`src/rtl/fadd_stream_acc_if.sv`:
```
// rtl/fadd_stream_acc_if.sv - input beat stream and burst result handshake bundle for fadd_stream_acc
interface fadd_stream_acc_if #(
  parameter int N  = 32,
  parameter int CW = 9
);
  logic         in_valid;
  logic         in_ready;
  logic [N-1:0] in_data;
  logic         in_last;
  logic         out_valid;
  logic         out_ready;
  logic [N-1:0] out_data;
  logic [CW-1:0] out_count;
  logic [2:0]   out_status;

  modport master (
    output in_valid, in_data, in_last, out_ready,
    input  in_ready, out_valid, out_data, out_count, out_status
  );

  modport slave (
    input  in_valid, in_data, in_last, out_ready,
    output in_ready, out_valid, out_data, out_count, out_status
  );
endinterface

```
`src/rtl/fadd_stream_acc.sv`:
```
// rtl/fadd_stream_acc.sv - burst FP accumulator around an external combinational fadd
// Optional feature FACC_NAN_STOP_EN: freeze the accumulator on the first NaN so its payload is returned.
module fadd_stream_acc #(
  parameter int N       = 32,
  parameter int MAX_LEN = 256,
  parameter int CW      = $clog2(MAX_LEN + 1)
) (
  input  logic                 clk,
  input  logic                 rst_n,
  fadd_stream_acc_if.slave     bus,
  output logic [N-1:0]         add_a,
  output logic [N-1:0]         add_b,
  input  logic [N-1:0]         add_res
);

  localparam int EW = (N == 64) ? 11 : 8;
  localparam int MW = N - 1 - EW;

  typedef enum logic [1:0] {S_IDLE, S_ACCUM, S_OUT} state_t;

  state_t        state_q, state_d;
  logic [N-1:0]  acc_q, acc_d;
  logic [CW-1:0] count_q, count_d;
  logic [2:0]    status_q, status_d;
  logic          accept;
  logic [2:0]    beat_flags;

  function automatic logic is_nan(input logic [N-1:0] x);
    return (&x[N-2 -: EW]) && (|x[MW-1:0]);
  endfunction

  function automatic logic is_inf(input logic [N-1:0] x);
    return (&x[N-2 -: EW]) && !(|x[MW-1:0]);
  endfunction

  assign bus.in_ready   = (state_q != S_OUT);
  assign bus.out_valid  = (state_q == S_OUT);
  assign bus.out_data   = acc_q;
  assign bus.out_count  = count_q;
  assign bus.out_status = status_q;
  assign add_a          = acc_q;
  assign add_b          = bus.in_data;

  assign accept     = bus.in_valid && bus.in_ready;
  // Flags come from the operands; invalid-operation NaNs made by fadd itself are not reported.
  assign beat_flags = {is_inf(bus.in_data), is_nan(bus.in_data), 1'b0};

  always_ff @(posedge clk or negedge rst_n) begin
    if (!rst_n) begin
      state_q  <= S_IDLE;
      acc_q    <= '0;
      count_q  <= '0;
      status_q <= '0;
    end else begin
      state_q  <= state_d;
      acc_q    <= acc_d;
      count_q  <= count_d;
      status_q <= status_d;
    end
  end

  always_comb begin
    state_d  = state_q;
    acc_d    = acc_q;
    count_d  = count_q;
    status_d = status_q;
    case (state_q)
      S_IDLE: begin
        if (accept) begin
          acc_d    = bus.in_data;
          count_d  = CW'(1);
          status_d = status_q | beat_flags;
          if (bus.in_last) begin
            state_d = S_OUT;
          end else if (MAX_LEN == 1) begin
            status_d[0] = 1'b1;
            state_d     = S_OUT;
          end else begin
            state_d = S_ACCUM;
          end
        end
      end
      S_ACCUM: begin
        if (accept) begin
`ifdef FACC_NAN_STOP_EN
          acc_d = is_nan(acc_q) ? acc_q : add_res;
`else
          acc_d = add_res;
`endif
          count_d  = count_q + CW'(1);
          status_d = status_q | beat_flags;
          if (bus.in_last) begin
            state_d = S_OUT;
          end else if (count_q == CW'(MAX_LEN - 1)) begin
            status_d[0] = 1'b1;
            state_d     = S_OUT;
          end
        end
      end
      S_OUT: begin
        if (bus.out_ready) begin
          state_d  = S_IDLE;
          count_d  = '0;
          status_d = '0;
        end
      end
      default: state_d = S_IDLE;
    endcase
  end

endmodule

```
`src/flat_wrapper.sv`:
```
// flat-port wrapper written by rule: the top's interface ports become plain ports
module fadd_stream_acc_flat 
#(
  parameter int N       = 32,
  parameter int MAX_LEN = 256,
  parameter int CW      = $clog2(MAX_LEN + 1)
)
  (clk, rst_n, add_a, add_b, add_res, bus_in_valid, bus_in_data, bus_in_last, bus_out_ready, bus_in_ready, bus_out_valid, bus_out_data, bus_out_count, bus_out_status);
  fadd_stream_acc_if #(.N(N), .CW(CW)) bus_i ();
  input  logic clk;
  input  logic rst_n;
  output logic [N-1:0] add_a;
  output logic [N-1:0] add_b;
  input  logic [N-1:0] add_res;
  input wire logic [$bits(bus_i.in_valid)-1:0] bus_in_valid;
  input wire logic [$bits(bus_i.in_data)-1:0] bus_in_data;
  input wire logic [$bits(bus_i.in_last)-1:0] bus_in_last;
  input wire logic [$bits(bus_i.out_ready)-1:0] bus_out_ready;
  output wire logic [$bits(bus_i.in_ready)-1:0] bus_in_ready;
  output wire logic [$bits(bus_i.out_valid)-1:0] bus_out_valid;
  output wire logic [$bits(bus_i.out_data)-1:0] bus_out_data;
  output wire logic [$bits(bus_i.out_count)-1:0] bus_out_count;
  output wire logic [$bits(bus_i.out_status)-1:0] bus_out_status;
  assign bus_i.in_valid = bus_in_valid;
  assign bus_i.in_data = bus_in_data;
  assign bus_i.in_last = bus_in_last;
  assign bus_i.out_ready = bus_out_ready;
  assign bus_in_ready = bus_i.in_ready;
  assign bus_out_valid = bus_i.out_valid;
  assign bus_out_data = bus_i.out_data;
  assign bus_out_count = bus_i.out_count;
  assign bus_out_status = bus_i.out_status;
  fadd_stream_acc #(.N(N), .MAX_LEN(MAX_LEN), .CW(CW)) u_core (.clk(clk), .rst_n(rst_n), .bus(bus_i), .add_a(add_a), .add_b(add_b), .add_res(add_res));
endmodule
```
`config.mk`:
```
export PLATFORM = sky130hd
export DESIGN_NAME = fadd_stream_acc_flat
export DESIGN_NICKNAME = d
export VERILOG_FILES = /design/src/rtl/fadd_stream_acc_if.sv /design/src/rtl/fadd_stream_acc.sv /design/src/flat_wrapper.sv
export SDC_FILE = /design/constraint.sdc
export NUM_CORES = 1
export LEC_CHECK = 0
export BUFFER_PORTS_ARGS = -buffer_cell sky130_fd_sc_hd__buf_2
export CAP_MARGIN = 20
export CORE_MARGIN = 2
export CORE_UTILIZATION = 46
export CTS_CLUSTER_DIAMETER = 50
export DETAILED_ROUTE_END_ITERATION = 8
export PLACE_DENSITY = 0.95
export SLEW_MARGIN = 20
export SYNTH_ARGS = -nofsm -noshare
export SYNTH_HDL_FRONTEND = slang
export SYNTH_SLANG_ARGS = --single-unit
```
`constraint.sdc`:
```
create_clock -name clk -period 3.5 [get_ports clk]
set_input_delay 0.175 -clock clk [delete_from_list [all_inputs] [get_ports clk]]
set_output_delay 0.175 -clock clk [all_outputs]
set_load 0.03 [all_outputs]
```
After elaboration in Yosys (flattened, before gate mapping)

Cells that the tools add are included.

Flip-flop bits (word level): 46
Latch bits: 0
RAM bits: 0
Bits in read-only memories: 0
Bits of input ports: 69
Logic and storage cells: 46
Memories kept: 0

$add $sub $neg: 1
Multiply operators: 0
Div/mod/pow operators: 0
$lt $le $gt $ge: 0
Eq/ne operators: 8
Shift operators: 0
Muxes and demuxes: 20
Bitwise operators: 1
Reductions and logical operators: 12

Operators with widths:

| cell                                                                   | count |
|---|---|
| 32-bit two-way mux                                                     | 2 |
| 32-bit case mux with 2 select lines                                    | 1 |
| 9-bit two-way mux                                                      | 3 |
| 9-bit case mux with 3 select lines                                     | 1 |
| 23-bit OR reduction                                                    | 1 |
| 2-bit two-way mux                                                      | 6 |
| 9-bit by 1-bit adder with 9-bit output (second input constant)         | 1 |
| 9-bit by 8-bit equality test with 1-bit output (second input constant) | 1 |
| 3-bit two-way mux                                                      | 3 |
| 3-bit case mux with 3 select lines                                     | 1 |
| 4-bit AND reduction                                                    | 2 |
| 8-bit AND reduction                                                    | 1 |
| 2-bit case mux with 3 select lines                                     | 1 |
| 2-bit by 1-bit != test with 1-bit output (second input constant)       | 2 |
| 2-bit != test (second input constant)                                  | 2 |
| 1-bit logical AND                                                      | 3 |
| 3-bit by 2-bit != test with 1-bit output (second input constant)       | 1 |
| 3-bit OR                                                               | 1 |
| 3-bit AND reduction                                                    | 1 |
| 3-bit nonzero test                                                     | 1 |
| 2-bit by 1-bit equality test with 1-bit output (second input constant) | 1 |
| 2-bit equality test (second input constant)                            | 1 |
| 2-bit logical NOT                                                      | 1 |
| 1-bit two-way mux                                                      | 2 |
| other kinds (2)                                                        | 2 |

Logic depth before layout (Yosys ltp)

Depth in word-level cells: 8
Gate-level depth with buffers: 9

Worst setup path after synthesis

Ideal clock, no wire load.

Path kind: register to register
Start point: register u_core.state_q[0]
End point: register u_core.status_q[1], in the netlist u_core.bus.out_status[1]
Library setup time: 77 ps
Arrival time: 1831 ps
Data required time: 3423 ps
Path slack: 1593 ps
Cell stages (with the launch flop): 7
Path through: dfrtp_1 inv_1 ha_1 nor2b_2 mux2i_1 or4_1 o21ai_1

Elaborated cells on any way between the ends: 11

RTL lines:

| element                                                              | RTL line              | text |
|---|---|---|
| start, declared                                                      | fadd_stream_acc.sv:21 | `state_t state_q, state_d;` |
| start signal, assigned                                               | fadd_stream_acc.sv:55 | `state_q <= state_d;` |
| 2-bit equality test *                                                | -                     |  |
| named net bus_out_valid                                              | flat_wrapper.sv:20    | `output wire logic [$bits(bus_i.out_valid)-1:0] bus_out_valid;` |
| 2-bit != test (no line) / 3-bit nonzero test (equally long branches) | -                     |  |
| 4-bit AND reduction (no line)                                        | -                     |  |
| end signal, assigned                                                 | fadd_stream_acc.sv:58 | `status_q <= status_d;` |
| end, declared                                                        | fadd_stream_acc.sv:24 | `logic [2:0] status_q, status_d;` |

The timed path passes the listed nets; every way through them passes the cells marked *.
A chain may end at the register's enable or synchronous reset.

Worst setup path in the final report

Start point: register u_core.state_q[1]
End point: register u_core.status_q[0], in the netlist u_core.bus.out_status[0]

Cells in the longest elaborated chain, start to end: 4
Elaborated cells on any way between the ends: 11

RTL lines:

| element                                            | RTL line              | text |
|---|---|---|
| 2-bit != test                                      | fadd_stream_acc.sv:36 | `assign bus.in_ready = (state_q != S_OUT);` |
| 1-bit logical AND                                  | fadd_stream_acc.sv:44 | `assign accept = bus.in_valid && bus.in_ready;` |
| 2-bit by 1-bit != test with 1-bit output (no line) | -                     |  |
| 4-bit AND reduction (no line)                      | -                     |  |

Several ways; a longest one is shown, not always the timed one.

==> results.py <==
metrics = {
    "outcome": {
        "outcome": "complete, no violations",
    },
    "clock_network": {
        "htree_levels": 2,
        "cts.clk_slew.worst_paths_ns": 0.09,
        "cts_resized": 0,
        "hold_buffers": 0,
        "cts_tree": "yes",
        "clkSinkCount": 46,
        "ctsLongestPathBuffers": 2,
        "clk-insertion-delay-late_ns": 0.30,
        "root_buffer": "clkbuf_8",
        "cts_buffers": 5,
        "cts_setup_buffers": 0,
    },
    "worst_setup_path": {
        "cp-start-kind": "flip-flop",
        "crit_start": "u_core.state_q[1]",
        "required_ns": 3.71,
        "worstPathArrival_ns": 2.60,
        "crit_type": "reg -> reg",
        "cp_max_fo": 27,
        "crit_path_end_kind": "flip-flop",
        "r2r_start": "u_core.state_q[1]",
    },
    "layout": {
        "final_cell_area_um2": 3430,
        "most-common-layout-cells": "buf_2, dfrtp_1, nor2_1, a21oi_1, mux2i_1",
        "fin_nets": 493,
        "drive_gt1_frac": 0.462,
        "final_common_cell": "buf_2",
        "num_antenna_cells": 0,
        "syn2layout_area_growth_pct": 20.8,
    },
    "synth": {
        "synthesis.nets": 381,
        "synth_top_area_share": 0.405,
        "ys_ff_latch": 46,
        "synthTopCellsByArea": "dfrtp_1, buf_4, mux2i_1",
        "synth.distinct_cells": 35,
        "synthFlopType": "dfrtp_1",
        "synthArstFlopShare": 1.00,
        "yosys.area.top_type": "dfrtp_1",
        "yosysWarnings": 0,
        "synth_edf_count": 0,
        "yosysSeqAreaShare": 0.405,
        "syn_inst": 307,
        "postSynthAreaPerCell_um2": 9.25,
        "syn_area_um2": 2840,
    },
    "routing": {
        "drtIter0Drc": 138,
        "drt-total-wl_mm": 7.19,
        "wl_per_cell_um": 14.5,
        "drc": 0,
        "drtPass1Iterations": 4,
        "ant_nets": 0,
        "viasPerCell": 5.09,
        "vias": 2518,
    },
    "timing": {
        "slew_viol_final": 0,
        "slew_headroom": 0.388,
        "finalHoldViolCount": 0,
        "finalSetupTns_ns": 0,
        "max_freq_mhz": 420,
        "worst_pin_slew_ns": 0.892,
        "rsz0062_at_grt": "no",
        "fin_crit_sh": 0.681,
        "clock_skew_ns": 0.0117,
        "fin_crit_ns": 2.38,
        "setup_viol": 0,
    },
    "die": {
        "die_w_um": 82.6,
        "io_pins": 179,
        "die_h_um": 82.6,
        "rows": 28,
        "die_area_um2": 6820,
        "start_util": 0.477,
        "core_region_area_um2": 5960,
    },
    "job": {
        "cap_violations": 0,
    },
    "power": {
        "irDropWorstVdd_mv": 0.643,
        "p_per_area_nw_per_um2": 992,
        "p_leak_nw": 1.66,
    },
    "placement": {
        "gp_congestion": 0.887,
        "hpwl_mm": 5.66,
        "place_area_um2": 3320,
        "port_buffers": 178,
    },
    "global_route": {
        "grt_usage": 0.209,
        "grt_max_degree": 47,
        "antenna_found_initial": 0,
        "grt-ovfl-total": 0,
        "grt_pass1_vias": 2314,
        "grt_pass1_wl_mm": 11.0,
    },
    "worst_hold_path": {
        "holdCritPathClass": "in -> reg",
        "worstHoldStart": "bus_in_last",
    },
}
[Yosys cell counts, drive strengths merged, types with 2 or more instances]
cell / instances
nor2b: 2
mux2i: 34
a21oi: 35
nand4: 4
nand2b: 5
dfrtp: 46
nor2: 42
buf: 70
nor4: 5
ha: 5
a31oi: 2
inv: 4
clkbuf: 6
o21ai: 14
nand2: 10
nand3: 6
and3: 2
o31ai: 3
[per-stage QoR]
step	cells	utilization	total power [mW]	hold slack [ns]	setup WS, ns
finish	495	0.576	3.40	0.126	1.12
global route	495	0.576	3.62	0.131	0.955
CTS	494	0.574	3.42	0.0811	1.09
detailed placement	486	0.558	3.07	0.407	1.11
global placement	486	0.558	3.01	0.402	1.24
floorplan	307	-	2.70	-0.121	1.59
[critical path, cell delays in order, from the launching register on]
cell and delay (ns):
dfrtp_1 0.39, inv_1 0.11, ha_2 0.51, buf_4 0.50
mux2_2 0.40, nor3b_1 0.20, a2bb2oi_1 0.18
[power breakdown]
group	internal (mW)	switching, mW
combinational	0.634	1.52
clock	0.159	0.184
sequential	0.739	0.161
total	1.53	1.87
[registers in the layout, indices dropped and copies added, names as in the netlist]
signal,flops
u_core.state_q,2
u_core.bus.out_count,9
u_core.add_a,32
u_core.bus.out_status,3
[cell families after synthesis]
group	synth area share
and+or+nand+nor	0.141
buffers and inverters	0.195
AOI/OAI and AO/OA	0.113
DFF	0.405
muxes	0.124
adders and majority gates	0.0220
[final timing paths]
check	slack, ns	cells past startpoint	end
max	1.12	6	u_core.bus.out_status[0]
min	0.13	2	u_core.state_q[0]
max reg2reg	1.12	6	u_core.bus.out_status[0]
min reg2reg	0.52	2	u_core.bus.out_count[8]
max in group asynchronous	2.68	2	u_core.add_a[7]
min in group asynchronous	0.41	2	u_core.bus.out_count[3]
[cell type report]
type                       instances  area, um2
multi-input combinational        181       1140
tap                               75       93.8
timing repair buffer             181        931
clock buffer                       6       82.6
clock inverter                     2       12.5
fill                             533       2530
sequential                        46       1150
inverter                           4       15.0
[routing by layer]
layer | share of wire | GRT usage
met2 | 0.51 | 0.367
met5 | 0 | 0
met4 | 0.012 | 0.0557
met1 | 0.40 | 0.254
met3 | 0.078 | 0.0511
Power figures use the tool's default switching activity.
